**config.mk**
```make
export PLATFORM = sky130hd
export DESIGN_NAME = alu_seq
export DESIGN_NICKNAME = d
export VERILOG_FILES = /design/src/rtl/alu_seq_pkg.sv /design/src/rtl/alu_seq_addsub.sv /design/src/rtl/alu_seq.sv
export SDC_FILE = /design/constraint.sdc
export NUM_CORES = 1
export LEC_CHECK = 0
export ABC_AREA = 1
export CAP_MARGIN = 5
export CORE_UTILIZATION = 59
export CTS_BUF_LIST = sky130_fd_sc_hd__clkbuf_4 sky130_fd_sc_hd__clkbuf_8 sky130_fd_sc_hd__clkbuf_16
export CTS_CLUSTER_SIZE = 16
export DETAILED_ROUTE_END_ITERATION = 7
export PLACE_DENSITY = 0.81
export SLEW_MARGIN = 40
export SYNTH_ARGS = -nofsm -noshare
export SYNTH_HDL_FRONTEND = slang
export SYNTH_SLANG_ARGS = --single-unit
```
**constraint.sdc**
```tcl
create_clock -name clk -period 4.2 [get_ports clk]
set_clock_uncertainty 0.05 [all_clocks]
set_input_delay 0.42 -clock clk [delete_from_list [all_inputs] [get_ports clk]]
set_output_delay 0.42 -clock clk [all_outputs]
set_load 0.05 [all_outputs]
```
**src/rtl/alu_seq_pkg.sv**
```systemverilog
`default_nettype none
// ============================================================================
//  Module   : alu_seq_pkg
//  Purpose  : Op codes and FSM state encoding shared by the sequential ALU.
//  Revision : 1.0  initial release
// ============================================================================
package alu_seq_pkg;

    localparam logic [2:0] OP_ADC  = 3'b000;
    localparam logic [2:0] OP_SBC  = 3'b001;
    localparam logic [2:0] OP_ROL  = 3'b010;
    localparam logic [2:0] OP_ROR  = 3'b011;
    localparam logic [2:0] OP_MULU = 3'b100;
    localparam logic [2:0] OP_DIVU = 3'b101;
    localparam logic [2:0] OP_ADCD = 3'b110;
    localparam logic [2:0] OP_SBCD = 3'b111;

    typedef enum logic [1:0] {
        S_IDLE = 2'd0,
        S_RUN  = 2'd1,
        S_FIN  = 2'd2
    } state_t;

endpackage
`default_nettype wire

```
**src/rtl/alu_seq_addsub.sv**
```systemverilog
`default_nettype none
// ============================================================================
//  Module   : alu_seq_addsub
//  Purpose  : Combinational adder with optional B inversion, carry and
//             signed-overflow outputs.
//  Revision : 1.0  initial release
// ============================================================================
module alu_seq_addsub
    import alu_seq_pkg::*;
#(
    parameter int WIDTH = 8
) (
    input  logic [WIDTH-1:0] a,
    input  logic [WIDTH-1:0] b,
    input  logic             sub,
    input  logic             cin,
    output logic [WIDTH-1:0] sum,
    output logic             cout,
    output logic             ovf
);

    logic [WIDTH-1:0] w_b;
    logic [WIDTH:0]   w_total;

    assign w_b     = sub ? ~b : b;
    assign w_total = {1'b0, a} + {1'b0, w_b} + {{WIDTH{1'b0}}, cin};
    assign sum     = w_total[WIDTH-1:0];
    assign cout    = w_total[WIDTH];
    // Overflow is judged on the operand actually fed to the adder (inverted for subtract).
    assign ovf     = (a[WIDTH-1] == w_b[WIDTH-1]) && (sum[WIDTH-1] != a[WIDTH-1]);

endmodule
`default_nettype wire

```
**src/rtl/alu_seq.sv**
```systemverilog
`default_nettype none
// ============================================================================
//  Module   : alu_seq
//  Purpose  : Multi-cycle ALU: add/sub/rotate, shift-add multiply, restoring
//             divide and nibble-serial BCD add/sub with start/done handshake.
//  Revision : 1.0  initial release
// ============================================================================
module alu_seq
    import alu_seq_pkg::*;
#(
    parameter int WIDTH = 8
) (
    input  logic             clk,
    input  logic             reset_n,
    input  logic             start,
    input  logic [2:0]       op,
    input  logic [WIDTH-1:0] a,
    input  logic [WIDTH-1:0] b,
    input  logic             c_in,
    output logic             busy,
    output logic             done,
    output logic [WIDTH-1:0] result,
    output logic [WIDTH-1:0] result_hi,
    output logic             flag_c,
    output logic             flag_z,
    output logic             flag_n,
    output logic             flag_v
);

    localparam int              CNTW      = $clog2(WIDTH + 1);
    localparam logic [CNTW-1:0] c_cnt_bin = CNTW'(WIDTH);
    localparam logic [CNTW-1:0] c_cnt_bcd = CNTW'(WIDTH / 4);
    localparam logic [CNTW-1:0] c_cnt_one = CNTW'(1);

    state_t           r_state;
    logic [2:0]       r_op;
    logic             r_cin;
    logic [WIDTH-1:0] r_opa;
    logic [WIDTH-1:0] r_opb;
    logic [WIDTH-1:0] r_hi;
    logic [WIDTH-1:0] r_lo;
    logic [WIDTH-1:0] r_acc;
    logic [CNTW-1:0]  r_cnt;
    logic             r_carry;
    logic             r_bcd_v;

    logic             r_busy;
    logic             r_done;
    logic [WIDTH-1:0] r_result;
    logic [WIDTH-1:0] r_result_hi;
    logic             r_c;
    logic             r_z;
    logic             r_n;
    logic             r_v;

    logic [WIDTH-1:0] w_add_a;
    logic [WIDTH-1:0] w_add_b;
    logic             w_add_sub;
    logic             w_add_cin;
    logic [WIDTH-1:0] w_add_sum;
    logic             w_add_cout;
    logic             w_add_ovf;
    logic             w_div_ge;

    logic             w_nib_sub;
    logic [3:0]       w_nib_sum;
    logic             w_nib_cout;
    logic             w_nib_ovf;
    logic [3:0]       w_nib_digit;
    logic             w_nib_dc;

    logic [CNTW-1:0]  w_start_cnt;
    logic [WIDTH-1:0] w_fin_res;
    logic [WIDTH-1:0] w_fin_hi;
    logic             w_fin_c;
    logic             w_fin_v;

    // Wide adder is time-shared: ADC/SBC final, MULU partial sum, DIVU trial subtract.
    always_comb begin
        w_add_a   = r_opa;
        w_add_b   = r_opb;
        w_add_sub = 1'b0;
        w_add_cin = r_cin;
        case (r_op)
            OP_SBC: w_add_sub = 1'b1;
            OP_MULU: begin
                w_add_a   = r_hi;
                w_add_b   = r_opa;
                w_add_cin = 1'b0;
            end
            OP_DIVU: begin
                w_add_a   = {r_hi[WIDTH-2:0], r_lo[WIDTH-1]};
                w_add_b   = r_opb;
                w_add_sub = 1'b1;
                w_add_cin = 1'b1;
            end
            default: ;
        endcase
    end

    alu_seq_addsub #(.WIDTH(WIDTH)) u_add_wide (
        .a    (w_add_a),
        .b    (w_add_b),
        .sub  (w_add_sub),
        .cin  (w_add_cin),
        .sum  (w_add_sum),
        .cout (w_add_cout),
        .ovf  (w_add_ovf)
    );

    // The shifted partial remainder is WIDTH+1 bits; a set top bit guarantees it exceeds b.
    assign w_div_ge  = w_add_cout | r_hi[WIDTH-1];

    assign w_nib_sub = (r_op == OP_SBCD);

    alu_seq_addsub #(.WIDTH(4)) u_add_nib (
        .a    (r_lo[3:0]),
        .b    (r_hi[3:0]),
        .sub  (w_nib_sub),
        .cin  (r_carry),
        .sum  (w_nib_sum),
        .cout (w_nib_cout),
        .ovf  (w_nib_ovf)
    );

    always_comb begin
        w_nib_dc    = 1'b0;
        w_nib_digit = w_nib_sum;
        if (w_nib_sub) begin
            w_nib_dc    = w_nib_cout;
            w_nib_digit = w_nib_cout ? w_nib_sum : (w_nib_sum - 4'd6);
        end else begin
            w_nib_dc    = w_nib_cout | (w_nib_sum > 4'd9);
            w_nib_digit = w_nib_dc ? (w_nib_sum + 4'd6) : w_nib_sum;
        end
    end

    always_comb begin
        w_start_cnt = '0;
        case (op)
            OP_MULU:          w_start_cnt = c_cnt_bin;
            OP_DIVU:          w_start_cnt = (b == '0) ? '0 : c_cnt_bin;
            OP_ADCD, OP_SBCD: w_start_cnt = c_cnt_bcd;
            default:          w_start_cnt = '0;
        endcase
    end

    always_comb begin
        w_fin_res = '0;
        w_fin_hi  = '0;
        w_fin_c   = 1'b0;
        w_fin_v   = 1'b0;
        case (r_op)
            OP_ADC, OP_SBC: begin
                w_fin_res = w_add_sum;
                w_fin_c   = w_add_cout;
                w_fin_v   = w_add_ovf;
            end
            OP_ROL: begin
                w_fin_res = {r_opa[WIDTH-2:0], r_cin};
                w_fin_c   = r_opa[WIDTH-1];
            end
            OP_ROR: begin
                w_fin_res = {r_cin, r_opa[WIDTH-1:1]};
                w_fin_c   = r_opa[0];
            end
            OP_MULU: begin
                w_fin_res = r_lo;
                w_fin_hi  = r_hi;
                w_fin_c   = |r_hi;
            end
            OP_DIVU: begin
                if (r_opb == '0) begin
                    w_fin_res = '1;
                    w_fin_hi  = r_opa;
                    w_fin_v   = 1'b1;
                end else begin
                    w_fin_res = r_lo;
                    w_fin_hi  = r_hi;
                end
            end
            default: begin
                w_fin_res = r_acc;
                w_fin_c   = r_carry;
                w_fin_v   = r_bcd_v;
            end
        endcase
    end

    always_ff @(posedge clk or negedge reset_n) begin
        if (!reset_n) begin
            r_state     <= S_IDLE;
            r_op        <= OP_ADC;
            r_cin       <= 1'b0;
            r_opa       <= '0;
            r_opb       <= '0;
            r_hi        <= '0;
            r_lo        <= '0;
            r_acc       <= '0;
            r_cnt       <= '0;
            r_carry     <= 1'b0;
            r_bcd_v     <= 1'b0;
            r_busy      <= 1'b0;
            r_done      <= 1'b0;
            r_result    <= '0;
            r_result_hi <= '0;
            r_c         <= 1'b0;
            r_z         <= 1'b0;
            r_n         <= 1'b0;
            r_v         <= 1'b0;
        end else begin
            case (r_state)
                S_RUN: begin
                    if (r_cnt != '0) begin
                        r_cnt <= r_cnt - c_cnt_one;
                        case (r_op)
                            OP_MULU: begin
                                if (r_lo[0]) begin
                                    r_hi <= {w_add_cout, w_add_sum[WIDTH-1:1]};
                                    r_lo <= {w_add_sum[0], r_lo[WIDTH-1:1]};
                                end else begin
                                    r_hi <= {1'b0, r_hi[WIDTH-1:1]};
                                    r_lo <= {r_hi[0], r_lo[WIDTH-1:1]};
                                end
                            end
                            OP_DIVU: begin
                                r_hi <= w_div_ge ? w_add_sum : w_add_a;
                                r_lo <= {r_lo[WIDTH-2:0], w_div_ge};
                            end
                            default: begin
                                // BCD digits enter the accumulator from the top, LSB digit first.
                                r_lo    <= {4'b0000, r_lo[WIDTH-1:4]};
                                r_hi    <= {4'b0000, r_hi[WIDTH-1:4]};
                                r_acc   <= {w_nib_digit, r_acc[WIDTH-1:4]};
                                r_carry <= w_nib_dc;
                                r_bcd_v <= w_nib_ovf;
                            end
                        endcase
                    end else begin
                        r_state     <= S_FIN;
                        r_busy      <= 1'b0;
                        r_done      <= 1'b1;
                        r_result    <= w_fin_res;
                        r_result_hi <= w_fin_hi;
                        r_c         <= w_fin_c;
                        r_v         <= w_fin_v;
                        r_z         <= (w_fin_res == '0);
                        r_n         <= w_fin_res[WIDTH-1];
                    end
                end
                default: begin
                    r_done <= 1'b0;
                    if (start) begin
                        r_state <= S_RUN;
                        r_busy  <= 1'b1;
                        r_op    <= op;
                        r_cin   <= c_in;
                        r_opa   <= a;
                        r_opb   <= b;
                        r_hi    <= (op == OP_ADCD || op == OP_SBCD) ? b : '0;
                        r_lo    <= (op == OP_MULU) ? b : a;
                        r_acc   <= '0;
                        r_cnt   <= w_start_cnt;
                        r_carry <= c_in;
                        r_bcd_v <= 1'b0;
                    end else begin
                        r_state <= S_IDLE;
                    end
                end
            endcase
        end
    end

    assign busy      = r_busy;
    assign done      = r_done;
    assign result    = r_result;
    assign result_hi = r_result_hi;
    assign flag_c    = r_c;
    assign flag_z    = r_z;
    assign flag_n    = r_n;
    assign flag_v    = r_v;

endmodule
`default_nettype wire
```
==> out/metrics.cfg <==
[drt]
via_per_inst=6.037
wl_per_cell_um=18.31
first_pass_iters=5
drc_errors=0
ant_nets=0
vias=5415
drt_iter0_markers=507
routed_wirelength_um=16420

[placed_design]
port_buffers=44
dpl.hpwl_um=12350
dp_slack_ns=0.7386
gp_congestion=1.012
post_dp_cell_area_mm2=0.005642

[final_layout]
n_antenna_cell=0
nets=828
area_delta_synth_final_pct=13.16
fin_area_mm2=0.005829
layout_commonest_cell=nand2_1
drive_above_1_share_pct=6.061
layout_common_cells=nand2_1, inv_1, o21ai_0

[timing]
finalSetupTns_ns=0
min_period_ns=3.597
relSlewSlack_pct=51.13
setup_viol=0
tightest_slew_ns=0.7303
fmax_mhz=278.0
post-route-period-util_pct=85.64
drv_slew=0
final-hold-violation-count=0
rsz0062_at_grt=false
setup_ws_ns=0.6031

[global_routing]
grt_pass1_wl_um=25900
met1_usage_pct=50.93
grt_pass1_vias=4990
antenna_found_initial=0
track_usage_pct=38.58
overflow=0
grt-busiest-layer=met2
grt.met3_usage_pct=7.018
grt_max_degree=39
grtUsageMet2_pct=60.06

[floorplan]
io_pins=45
start_util_pct=61.76
rows=33
die-area_mm2=0.009109
coreArea_mm2=0.008341
die_y_um=95.44
die_x_um=95.44

[yosys]
ys_seq_area_share_pct=34.98
ys_async_sr_fraction_pct=100.0
synth_area_mm2=0.005151
ys_ff_latch=72
synth-edff-count=0
syn_nets=792
synth_flop_cell=dfrtp_1
synth_cells=751
synth_cell_types=42
ys.warnings.count=0
syn_area_per_cell_um2=6.859

[run]
maxCapViolCount=0

[cts]
cts_resized=0
clk_pin_slew_ns=0.08
worstSkewPairLatency_ns=0.36
cts_buffer_depth=2
cts_hold_buf=0
cts_tree=yes
htreeDepth=3
cts_root_buf=clkbuf_8
cts.sinks=72
postCtsSetupBuffers=0
cts_buffers=9

[setup_path]
crit_arrival_ns=3.80
critPathKind=reg2reg
worstPathMaxFanout=15
cp-start-kind=flip-flop
end_kind=flip-flop
worstPathRequired_ns=4.40

[status]
status=complete, no violations

[min_path]
hold_class=reg2reg

[final timing paths]
path	from	to	slack (ns)	cells after the start
hold / removal	flag_c	flag_c	0.43	2
setup / recovery	r_op[0]	r_acc[5]	0.60	16
max in group asynchronous	reset_n	r_hi[2]	2.72	3
hold reg to reg	flag_c	flag_c	0.43	2
setup reg to reg	r_op[0]	r_acc[5]	0.60	16
min in group asynchronous	reset_n	r_carry	0.52	2
[metal layers]
layer | up-vias | routed length [um]
met3 | 64 | 1520
met1 | 2499 | 6725
met5 | - | 0
met4 | 0 | 857
met2 | 334 | 7317
li1 | 2518 | -
[logic make-up (layout without fill, tap and decap cells)]
kind of cell	Yosys count	in the layout	synth area share, %
xor+xnor	20	20	3.401
compound gates	164	164	17.59
simple gates	345	345	28.54
mux	1	1	0.2186
flops	72	72	34.98
buf+inv	131	172	10.32
fa+ha+maj	18	18	4.955
[cell usage after synthesis, types with 2 or more instances]
master	n	area, um2
nor2_2	2	12.51
dfrtp_1	72	1802
nand3b_1	2	15.01
a21oi_1	48	240.2
nand2_1	200	750.7
o211ai_1	4	30.03
a221oi_1	3	26.28
xor2_1	18	157.7
buf_2	11	55.05
o221ai_1	4	35.03
ha_1	14	175.2
clkbuf_1	13	48.80
inv_1	94	352.8
nor2_4	5	56.30
nor4_1	3	18.77
a21boi_0	4	30.03
o22ai_1	11	68.82
xnor2_1	2	17.52
nand3_1	43	215.2
a31oi_1	5	31.28
nor2_1	69	259.0
fa_1	4	80.08
nor3_1	3	15.01
buf_6	3	33.78
inv_2	7	26.28
o21ai_0	73	365.4
o21ai_1	7	35.03
a22oi_1	2	15.01
nand2_2	2	12.51
nand4_1	11	68.82
[registers in the layout (all words and copies together), names as in the netlist]
name / cells
busy: 1
r_opa: 8
flag_v: 1
r_carry: 1
r_opb: 8
r_acc: 8
r_bcd_v: 1
r_state: 2
r_cnt: 4
flag_c: 1
r_op: 3
r_lo: 8
result: 8
r_cin: 1
r_hi: 8
result_hi: 8
flag_z: 1
[critical path, cell delays in order (launching register included)]
cell      delay [ns]
dfrtp_1         0.78
inv_1           0.25
nor3_4          0.42
xor2_1          0.22
fa_1            0.19
inv_1           0.06
fa_1            0.40
xor2_1          0.33
nor2_1          0.08
nor2_1          0.13
nand2_1         0.10
nand2_1         0.12
clkinv_1        0.09
nand2_1         0.09
nand2_1         0.06
nand3_1         0.07
nand2_1         0.05
[through the flow]
stage          util, %  hold slack, ns  instances
3_5_place_dp     67.64          0.4154        880
2_1_floorplan        -         0.07441        751
6_report         69.89          0.4305        897
4_1_cts          69.74          0.1182        896
3_3_place_gp     67.58          0.4112        880
5_1_grt          69.89          0.4537        897
[layout make-up]
type,count,area (um2)
flip-flops and latches,72,1802
clock buffers,10,131.4
repair buffers,54,515.5
fillers,699,2511
clock inverters,6,43.79
multi-input cells,548,2823
inverters,102,382.9
well taps,105,131.4
Power is not shown: default switching activity piles up to over one toggle a cycle in this logic, so the estimate is an artifact.
